[src/rtl/wbuf_sched_pkg.sv]
// rtl/wbuf_sched_pkg.sv - shared state encoding and loop-width default for the wbuf_send scheduler
package wbuf_sched_pkg;

  localparam int LW_DEF = 8;

  typedef enum logic [2:0] {
    ST_IDLE,
    ST_ISSUE,
    ST_WAIT_S,
    ST_WAIT_E,
    ST_DONE
  } state_t;

endpackage

[src/rtl/wbuf_sched_if.sv]
// rtl/wbuf_sched_if.sv - requester/engine signal bundle between PE-group controllers, scheduler and wbuf_send
interface wbuf_sched_if
  import wbuf_sched_pkg::*;
#(
  parameter int N_REQ = 4,
  parameter int LW    = LW_DEF
);

  logic [N_REQ-1:0]    req;
  logic [N_REQ*LW-1:0] req_loop;
  logic                wbuf_en;
  logic                wbuf_send;
  logic [LW-1:0]       loop;
  logic [N_REQ-1:0]    gnt;
  logic [N_REQ-1:0]    done;
  logic                busy;
  logic                err;

  modport master (
    output req, req_loop, wbuf_en,
    input  wbuf_send, loop, gnt, done, busy, err
  );

  modport slave (
    input  req, req_loop, wbuf_en,
    output wbuf_send, loop, gnt, done, busy, err
  );

endinterface

[src/rtl/wbuf_sched_rr_pick.sv]
// rtl/wbuf_sched_rr_pick.sv - combinational round-robin select: first set req at or after ptr, wrapping
module rr_pick #(
  parameter int N  = 4,
  parameter int PW = $clog2(N)
) (
  input  logic [N-1:0]  req,
  input  logic [PW-1:0] ptr,
  output logic [PW-1:0] sel,
  output logic          any
);

  logic          found;
  logic [PW-1:0] idx;

  always_comb begin
    sel   = '0;
    any   = |req;
    found = 1'b0;
    idx   = '0;
    // modulo N rather than bit-wrap so non-power-of-two N never selects a missing port
    for (int k = 0; k < N; k++) begin
      idx = PW'((int'(ptr) + k) % N);
      if (!found && req[idx]) begin
        sel   = idx;
        found = 1'b1;
      end
    end
  end

endmodule

[src/rtl/wbuf_sched.sv]
// rtl/wbuf_sched.sv - round-robin scheduler sharing one wbuf_send engine among N_REQ requesters
module wbuf_sched
  import wbuf_sched_pkg::*;
#(
  parameter int N_REQ    = 4,
  parameter int LW       = LW_DEF,
  parameter int START_TO = 8
) (
  input  logic         clk,
  input  logic         rst,
  wbuf_sched_if.slave  bus
);

  localparam int PW = $clog2(N_REQ);
  localparam int TW = $clog2(START_TO) + 1;
  localparam logic [N_REQ-1:0] ONE = N_REQ'(1);

  state_t           state, state_nxt;
  logic [PW-1:0]    sel, ptr, pick_sel;
  logic             pick_any;
  logic [LW-1:0]    pick_loop;
  logic [TW-1:0]    to_cnt;

  logic             send_nxt, err_nxt;
  logic [LW-1:0]    loop_nxt;
  logic [N_REQ-1:0] gnt_nxt, done_nxt;

  rr_pick #(.N(N_REQ), .PW(PW)) u_pick (
    .req (bus.req),
    .ptr (ptr),
    .sel (pick_sel),
    .any (pick_any)
  );

  assign pick_loop = bus.req_loop[int'(pick_sel)*LW +: LW];

  // Outputs are computed one cycle ahead and registered, so send/gnt line up with entry to ISSUE.
  always_comb begin
    state_nxt = state;
    send_nxt  = 1'b0;
    loop_nxt  = '0;
    gnt_nxt   = bus.gnt;
    done_nxt  = '0;
    err_nxt   = 1'b0;
    case (state)
      ST_IDLE: begin
        if (pick_any) begin
          gnt_nxt = ONE << pick_sel;
          if (pick_loop == '0) begin
            state_nxt = ST_DONE;
          end else begin
            state_nxt = ST_ISSUE;
            send_nxt  = 1'b1;
            loop_nxt  = pick_loop;
          end
        end
      end
      ST_ISSUE: state_nxt = ST_WAIT_S;
      ST_WAIT_S: begin
        if (bus.wbuf_en) begin
          state_nxt = ST_WAIT_E;
        end else if (to_cnt == TW'(START_TO - 1)) begin
          err_nxt   = 1'b1;
          state_nxt = ST_DONE;
        end
      end
      ST_WAIT_E: begin
        if (!bus.wbuf_en) state_nxt = ST_DONE;
      end
      ST_DONE: begin
        state_nxt = ST_IDLE;
        gnt_nxt   = '0;
        done_nxt  = ONE << sel;
      end
      default: begin
        state_nxt = ST_IDLE;
        gnt_nxt   = '0;
      end
    endcase
  end

  always_ff @(posedge clk) begin
    if (rst) begin
      state         <= ST_IDLE;
      sel           <= '0;
      ptr           <= '0;
      to_cnt        <= '0;
      bus.wbuf_send <= 1'b0;
      bus.loop      <= '0;
      bus.gnt       <= '0;
      bus.done      <= '0;
      bus.busy      <= 1'b0;
      bus.err       <= 1'b0;
    end else begin
      state         <= state_nxt;
      bus.wbuf_send <= send_nxt;
      bus.loop      <= loop_nxt;
      bus.gnt       <= gnt_nxt;
      bus.done      <= done_nxt;
      bus.busy      <= (state_nxt != ST_IDLE);
      bus.err       <= err_nxt;
      if (state == ST_IDLE && pick_any) sel <= pick_sel;
      if (state == ST_ISSUE) begin
        to_cnt <= '0;
      end else if (state == ST_WAIT_S) begin
        to_cnt <= to_cnt + TW'(1);
      end
      // the requester just served drops to lowest priority
      if (state == ST_DONE) ptr <= (sel == PW'(N_REQ - 1)) ? '0 : sel + PW'(1);
    end
  end

endmodule

[src/flat_wrapper.sv]
// flat-port wrapper written by rule: the top's interface ports become plain ports
module wbuf_sched_flat import wbuf_sched_pkg::*;
#(
  parameter int N_REQ    = 4,
  parameter int LW       = LW_DEF,
  parameter int START_TO = 8
)
  (clk, rst, bus_req, bus_req_loop, bus_wbuf_en, bus_wbuf_send, bus_loop, bus_gnt, bus_done, bus_busy, bus_err);
  wbuf_sched_if #(.N_REQ(N_REQ), .LW(LW)) bus_i ();
  input  logic clk;
  input  logic rst;
  input wire logic [$bits(bus_i.req)-1:0] bus_req;
  input wire logic [$bits(bus_i.req_loop)-1:0] bus_req_loop;
  input wire logic [$bits(bus_i.wbuf_en)-1:0] bus_wbuf_en;
  output wire logic [$bits(bus_i.wbuf_send)-1:0] bus_wbuf_send;
  output wire logic [$bits(bus_i.loop)-1:0] bus_loop;
  output wire logic [$bits(bus_i.gnt)-1:0] bus_gnt;
  output wire logic [$bits(bus_i.done)-1:0] bus_done;
  output wire logic [$bits(bus_i.busy)-1:0] bus_busy;
  output wire logic [$bits(bus_i.err)-1:0] bus_err;
  assign bus_i.req = bus_req;
  assign bus_i.req_loop = bus_req_loop;
  assign bus_i.wbuf_en = bus_wbuf_en;
  assign bus_wbuf_send = bus_i.wbuf_send;
  assign bus_loop = bus_i.loop;
  assign bus_gnt = bus_i.gnt;
  assign bus_done = bus_i.done;
  assign bus_busy = bus_i.busy;
  assign bus_err = bus_i.err;
  wbuf_sched #(.N_REQ(N_REQ), .LW(LW), .START_TO(START_TO)) u_core (.clk(clk), .rst(rst), .bus(bus_i));
endmodule
[config.mk]
export PLATFORM = sky130hd
export DESIGN_NAME = wbuf_sched_flat
export DESIGN_NICKNAME = d
export VERILOG_FILES = /design/src/rtl/wbuf_sched_pkg.sv /design/src/rtl/wbuf_sched_if.sv /design/src/rtl/wbuf_sched_rr_pick.sv /design/src/rtl/wbuf_sched.sv /design/src/flat_wrapper.sv
export SDC_FILE = /design/constraint.sdc
export NUM_CORES = 1
export LEC_CHECK = 0
export CORE_MARGIN = 2
export CORE_UTILIZATION = 35
export CTS_CLUSTER_DIAMETER = 100
export DETAILED_ROUTE_END_ITERATION = 10
export HOLD_SLACK_MARGIN = 0.05
export PLACE_DENSITY_LB_ADDON = 0.25
export SLEW_MARGIN = 20
export SYNTH_ARGS = -nofsm -noshare
export SYNTH_HDL_FRONTEND = slang
export SYNTH_SLANG_ARGS = --single-unit
[constraint.sdc]
create_clock -name clk -period 6.6 [get_ports clk]
set_input_delay 1.32 -clock clk [delete_from_list [all_inputs] [get_ports clk]]
set_output_delay 1.32 -clock clk [all_outputs]
set_load 0.1 [all_outputs]
==> qor.txt <==
Status - complete, no violations
Mapped Nets - 205
Post-layout min period - 3.62 ns
Area share of the largest cell type after synthesis - 42.1%
Hold-fix buffers, CTS - 0
# IOs - 58
Global-route wire length before repair - 5690 um
Initial antenna violation count - 0
Most frequent cells in the layout - 57 x clkdlybuf4s50_1, 30 x dfxtp_1, 26 x nor2_1, 14 x a21oi_1, 12 x o21ai_0
Sequential-to-total area share from yosys stat - 42.1%
Worst VDD drop - 0.103 mV
Area leader, netlist - dfxtp_1
Final Skew - 0.00185 ns
Vias in the first global route - 1315
Largest net degree at the start of global routing - 15
Reg-to-reg endpoint - u_core.state[0]
CTS tree - yes
Cell area after synthesis - 1430 um^2
Actual slew at the worst max-slew pin - 0.999 ns
CTS H-tree lvls - 2
N_diodes - 0
Chip Height - 67.8 um
Initial Utilization - 35.9%
CTS buffer count - 5
DRC - 0
Synth Instances - 164
Drt pass-1 iters - 5
Most common cell after layout, fill and taps aside - clkdlybuf4s50_1
CTS Root Cell - clkbuf_8
CP endpoint kind - flip-flop
Layout cells sized above 1 - 8.68%
GPL Wtd Cong - 0.833
Vias per cell - 5.13
Num rows - 23
Flip-flop and latch count after synthesis - 30
Top post-synthesis cells by area - dfxtp_1 42%, nor2_1 6.8%, mux2i_1 6.3%, a21oi_1 4.9%, mux2_2 4.7%
Number of synthesized flops with an enable pin - 0
Grt total ovfl - 0
Port bufs - 57
PD cells - 247 nW/um^2
Die W - 67.8 um
Critical Path Start Type - input pin
Reg clk slew, reported paths - 0.06 ns
Clock sink total - 30
Final Cell Area - 2100 um^2
Synth Flop Type - dfxtp_1
Routed vias - 1380
1st-iter DRT viols - 126
Worst Hold Launch - u_core.bus.gnt[2]
MaxCap Viol Count - 0
Leak Pwr - 0.805 nW
Final period util - 54.9%
Area growth, synth to finish - 47.0%
Max Fclk - 276 MHz
FF-to-FF path depth - 8
Final hold violation count - 0
Reg-to-reg setup timing slack - 4.16 ns
DP Wirelength - 2560 um
Mapped Avg Cell Area - 8.70 um^2
Die area - 4600 um^2
Worst Path Arrival - 3.78 ns
Routed wire length - 3400 um
Routed len/inst - 12.6 um
WP data required - 6.76 ns
HP Class - flip-flop to flip-flop
Max-slew headroom - 33.2%
Slew Limit Fails - 0
Synth Warn # - 0
Hold EP - u_core.bus.gnt[2]
Kind of critical path - input pin to flip-flop
Deepest clock path buffer count - 2
# resized after CTS - 0
# nets final - 260
Reg-to-reg startpoint - u_core.ptr[1]
Setup TNS - 0 ns
Post-CTS setup buffer count - 0
Async set-reset flop share out of synthesis - 0%
Core area - 3970 um^2
Min-Delay Path Depth - 2
Tot GR Track Use - 16.7%
Post-route ant nets - 0
Placed cell areas - 2020 um^2
RSZ-0062 raised after global routing - false
CP Max Fanout - 13
Skew-Pair Late Insertion Delay - 0.27 ns
# setup viols final - 0
Post-synth cell types - 38
worst max-delay path by stage:
| stage | from | endpoint | depth (start not counted) |
|---|---|---|---|
| after CTS | bus_req[0] | u_core.state[0] | 9 |
| after global routing | bus_req[1] | u_core.state[0] | 9 |
| final | bus_req[0] | u_core.state[0] | 9 |
| after floorplan | bus_req[0] | u_core.state[0] | 8 |
| after global placement | bus_req[0] | u_core.state[0] | 9 |
| after detailed placement | bus_req[0] | u_core.state[0] | 9 |
sequential cells by signal, indices dropped and copies added, names as in the netlist:
name and flops:
u_core.sel 2, u_core.bus.wbuf_send 1, u_core.bus.gnt 4, u_core.bus.err 1, u_core.bus.done 4, u_core.bus.loop 8
u_core.to_cnt 4, u_core.ptr 2, u_core.bus.busy 1, u_core.state 3
power by group:
group | total [mW] | switching [mW] | leakage [nW] | internal [mW]
combinational | 0.174 | 0.114 | 0.517 | 0.0599
sequential | 0.207 | 0.0119 | 0.245 | 0.195
clock | 0.136 | 0.0656 | 0.0438 | 0.0705
total | 0.517 | 0.191 | 0.805 | 0.326
worst max-delay path: stages:
cell             delay (ns)
clkdlybuf4s50_1        0.51
a21o_1                 0.23
a21oi_1                0.14
o22a_2                 0.37
mux2_2                 0.38
a222oi_1               0.27
and4_1                 0.26
and4_4                 0.24
o21ai_0                0.07
stage by stage:
step | cells | util [%] | hold WS, ns | power [mW] | setup WS (ns)
CTS | 269 | 52.8 | 0.495 | 0.523 | 3.00
global route | 269 | 52.8 | 0.514 | 0.543 | 2.79
detailed placement | 262 | 50.8 | 0.483 | 0.386 | 2.70
finish | 269 | 52.8 | 0.490 | 0.517 | 2.98
floorplan | 164 | - | 0.445 | 0.330 | 3.60
global placement | 262 | 50.8 | 0.475 | 0.385 | 2.75
synthesized netlist by cell type (2+ instances only):
cell,count
and2_1,3
a22oi_1,2
nor3_1,3
mux2_2,6
a21oi_1,14
nand2_1,10
inv_1,6
mux2i_1,9
nor2_1,26
dfxtp_1,30
nand3_1,2
and3_1,2
a211oi_1,2
o21ai_0,12
clkbuf_1,7
or2_2,2
a222oi_1,4
ha_1,2
nor2b_1,2
buf_6,2
area by class of cell:
class                   count  area (um^2)
clock buffers               5         68.8
clock inverters             2         10.0
fillers                   404         1870
inverters                   6         22.5
multi-input cells         119          762
flip-flops and latches     30          601
well taps                  50         62.6
repair buffers             57          571
cell families after synthesis:
kind of cell / Yosys count / synth area share (%)
DFF: 30 / 42.1
and+or+nand+nor: 55 / 18.1
adders and majority gates: 2 / 1.75
buffers and inverters: 15 / 5.00
AOI/OAI and AO/OA: 46 / 21.4
xor gates and xnor gates: 1 / 0.614
muxes: 15 / 11.1
layer usage:
metal	track usage, %	share of wire (%)	vias to the layer above
li1	-	-	698
met1	20.6	45	617
met2	25.4	43	60
met3	6.09	9.8	5
met4	8.75	1.6	0
met5	0	0	-
Power figures use the tool's default switching activity.
==> patch: new RTL, config.mk and constraints unchanged <==
`N_REQ` is set to 4 in 3 places; all go to 8.
--- a/src/rtl/wbuf_sched_if.sv
+++ b/src/rtl/wbuf_sched_if.sv
@@ -4,3 +4,3 @@
 #(
-  parameter int N_REQ = 4,
+  parameter int N_REQ = 8,
   parameter int LW    = LW_DEF
--- a/src/rtl/wbuf_sched.sv
+++ b/src/rtl/wbuf_sched.sv
@@ -4,3 +4,3 @@
 #(
-  parameter int N_REQ    = 4,
+  parameter int N_REQ    = 8,
   parameter int LW       = LW_DEF,
--- a/src/flat_wrapper.sv
+++ b/src/flat_wrapper.sv
@@ -3,3 +3,3 @@
 #(
-  parameter int N_REQ    = 4,
+  parameter int N_REQ    = 8,
   parameter int LW       = LW_DEF,
Ports: changed (resized bus_done, bus_gnt, bus_req and bus_req_loop); port bits go from 58 to 102. The function was not compared with the original's and may differ.
==> patch against the original RTL <==
- power rose by 100%
- clock power rose by 67%
- largest cell class unchanged
- first-iteration DRC count fell by 0.79%
- utilization fell by 4.4 points
- setup slack got worse by 1600 ps
- sequential share of layout area fell by 10 points
- synthesized area rose by 130%
- sequential cell count rose by 10
- critical endpoint is now u_core.state[2]$_SDFF_PP0_
- cell area rose by 110%
- critical path depth rose by 1
- wire length rose to 2.8 times the old value
- clock skew rose by 1.6 ps
- maximum frequency fell by 31%
- combinational power rose to 3.0 times the old value
==> patch: results <==
run_status:
  status: "finished, final reports clean"
synth:
  synth_fp_nets: 444
  synthAdderAreaFrac_pct: 3.098
  synthXorXnorAreaFrac_pct: 0.8133
  synth_cell_types: 68
  synthTopCellsByArea: "dfxtp_1 (25%), mux4_2 (14%), mux2i_1 (6.8%)"
setup_path:
  arrival_ps: 5450
  cp_slowest_cell: "o21a_2"
detailed_routing:
  drt-met1-wl_mm: 4.303
  dr.pass1.iters: 4
  met3_length_um: 475
  wl_met2_mm: 4.678
  routedWlPerCell_um: 17.05
  wirelength_mm: 9.531
  routed_via_density: 5.637
timing:
  fin_skew_ps: 3.471
grt:
  grtUsageTotal_pct: 18.93
  use_met1_pct: 26.64
  grt_pass1_wl_mm: 15.30
cells_and_area:
  multi_input_area_mm2: 0.002261
  fin_nets: 531
  buf_share_pct: 23.43
  n_all_inverters: 13
  seq_share_pct: 18.15
placed_design:
  place_inst: 552
  port_buffers: 101
  place.gp.congestion: 0.9024
floorplan:
  dieArea_mm2: 0.01002
power_and_ir_drop:
  ir_drop_v: 0.0001065
[patch: cell count changes in the layout (fill, tap and decap cells not counted), sizes merged, moves of 9 or more]
cell,before,now
dfxtp,30,40
mux2i,9,26
nand2,10,39
mux4,0,23
a21oi,14,32
nor2,26,35
clkdlybuf4s50,57,101
[patch: worst paths after layout]
| check | end | start | depth (start not counted) | slack, ps |
|---|---|---|---|---|
| max reg2reg | u_core.state[2]$_SDFF_PP0_ | u_core.ptr[1]$_SDFFE_PP0N_ | 13 | 1640 |
| max | u_core.state[2]$_SDFF_PP0_ | bus_req[0] | 10 | 1390 |
| min | u_core.bus.gnt[1]$_SDFFE_PP0P_ | u_core.bus.gnt[1]$_SDFFE_PP0P_ | 2 | 450 |
| min reg2reg | u_core.bus.gnt[1]$_SDFFE_PP0P_ | u_core.bus.gnt[1]$_SDFFE_PP0P_ | 2 | 450 |
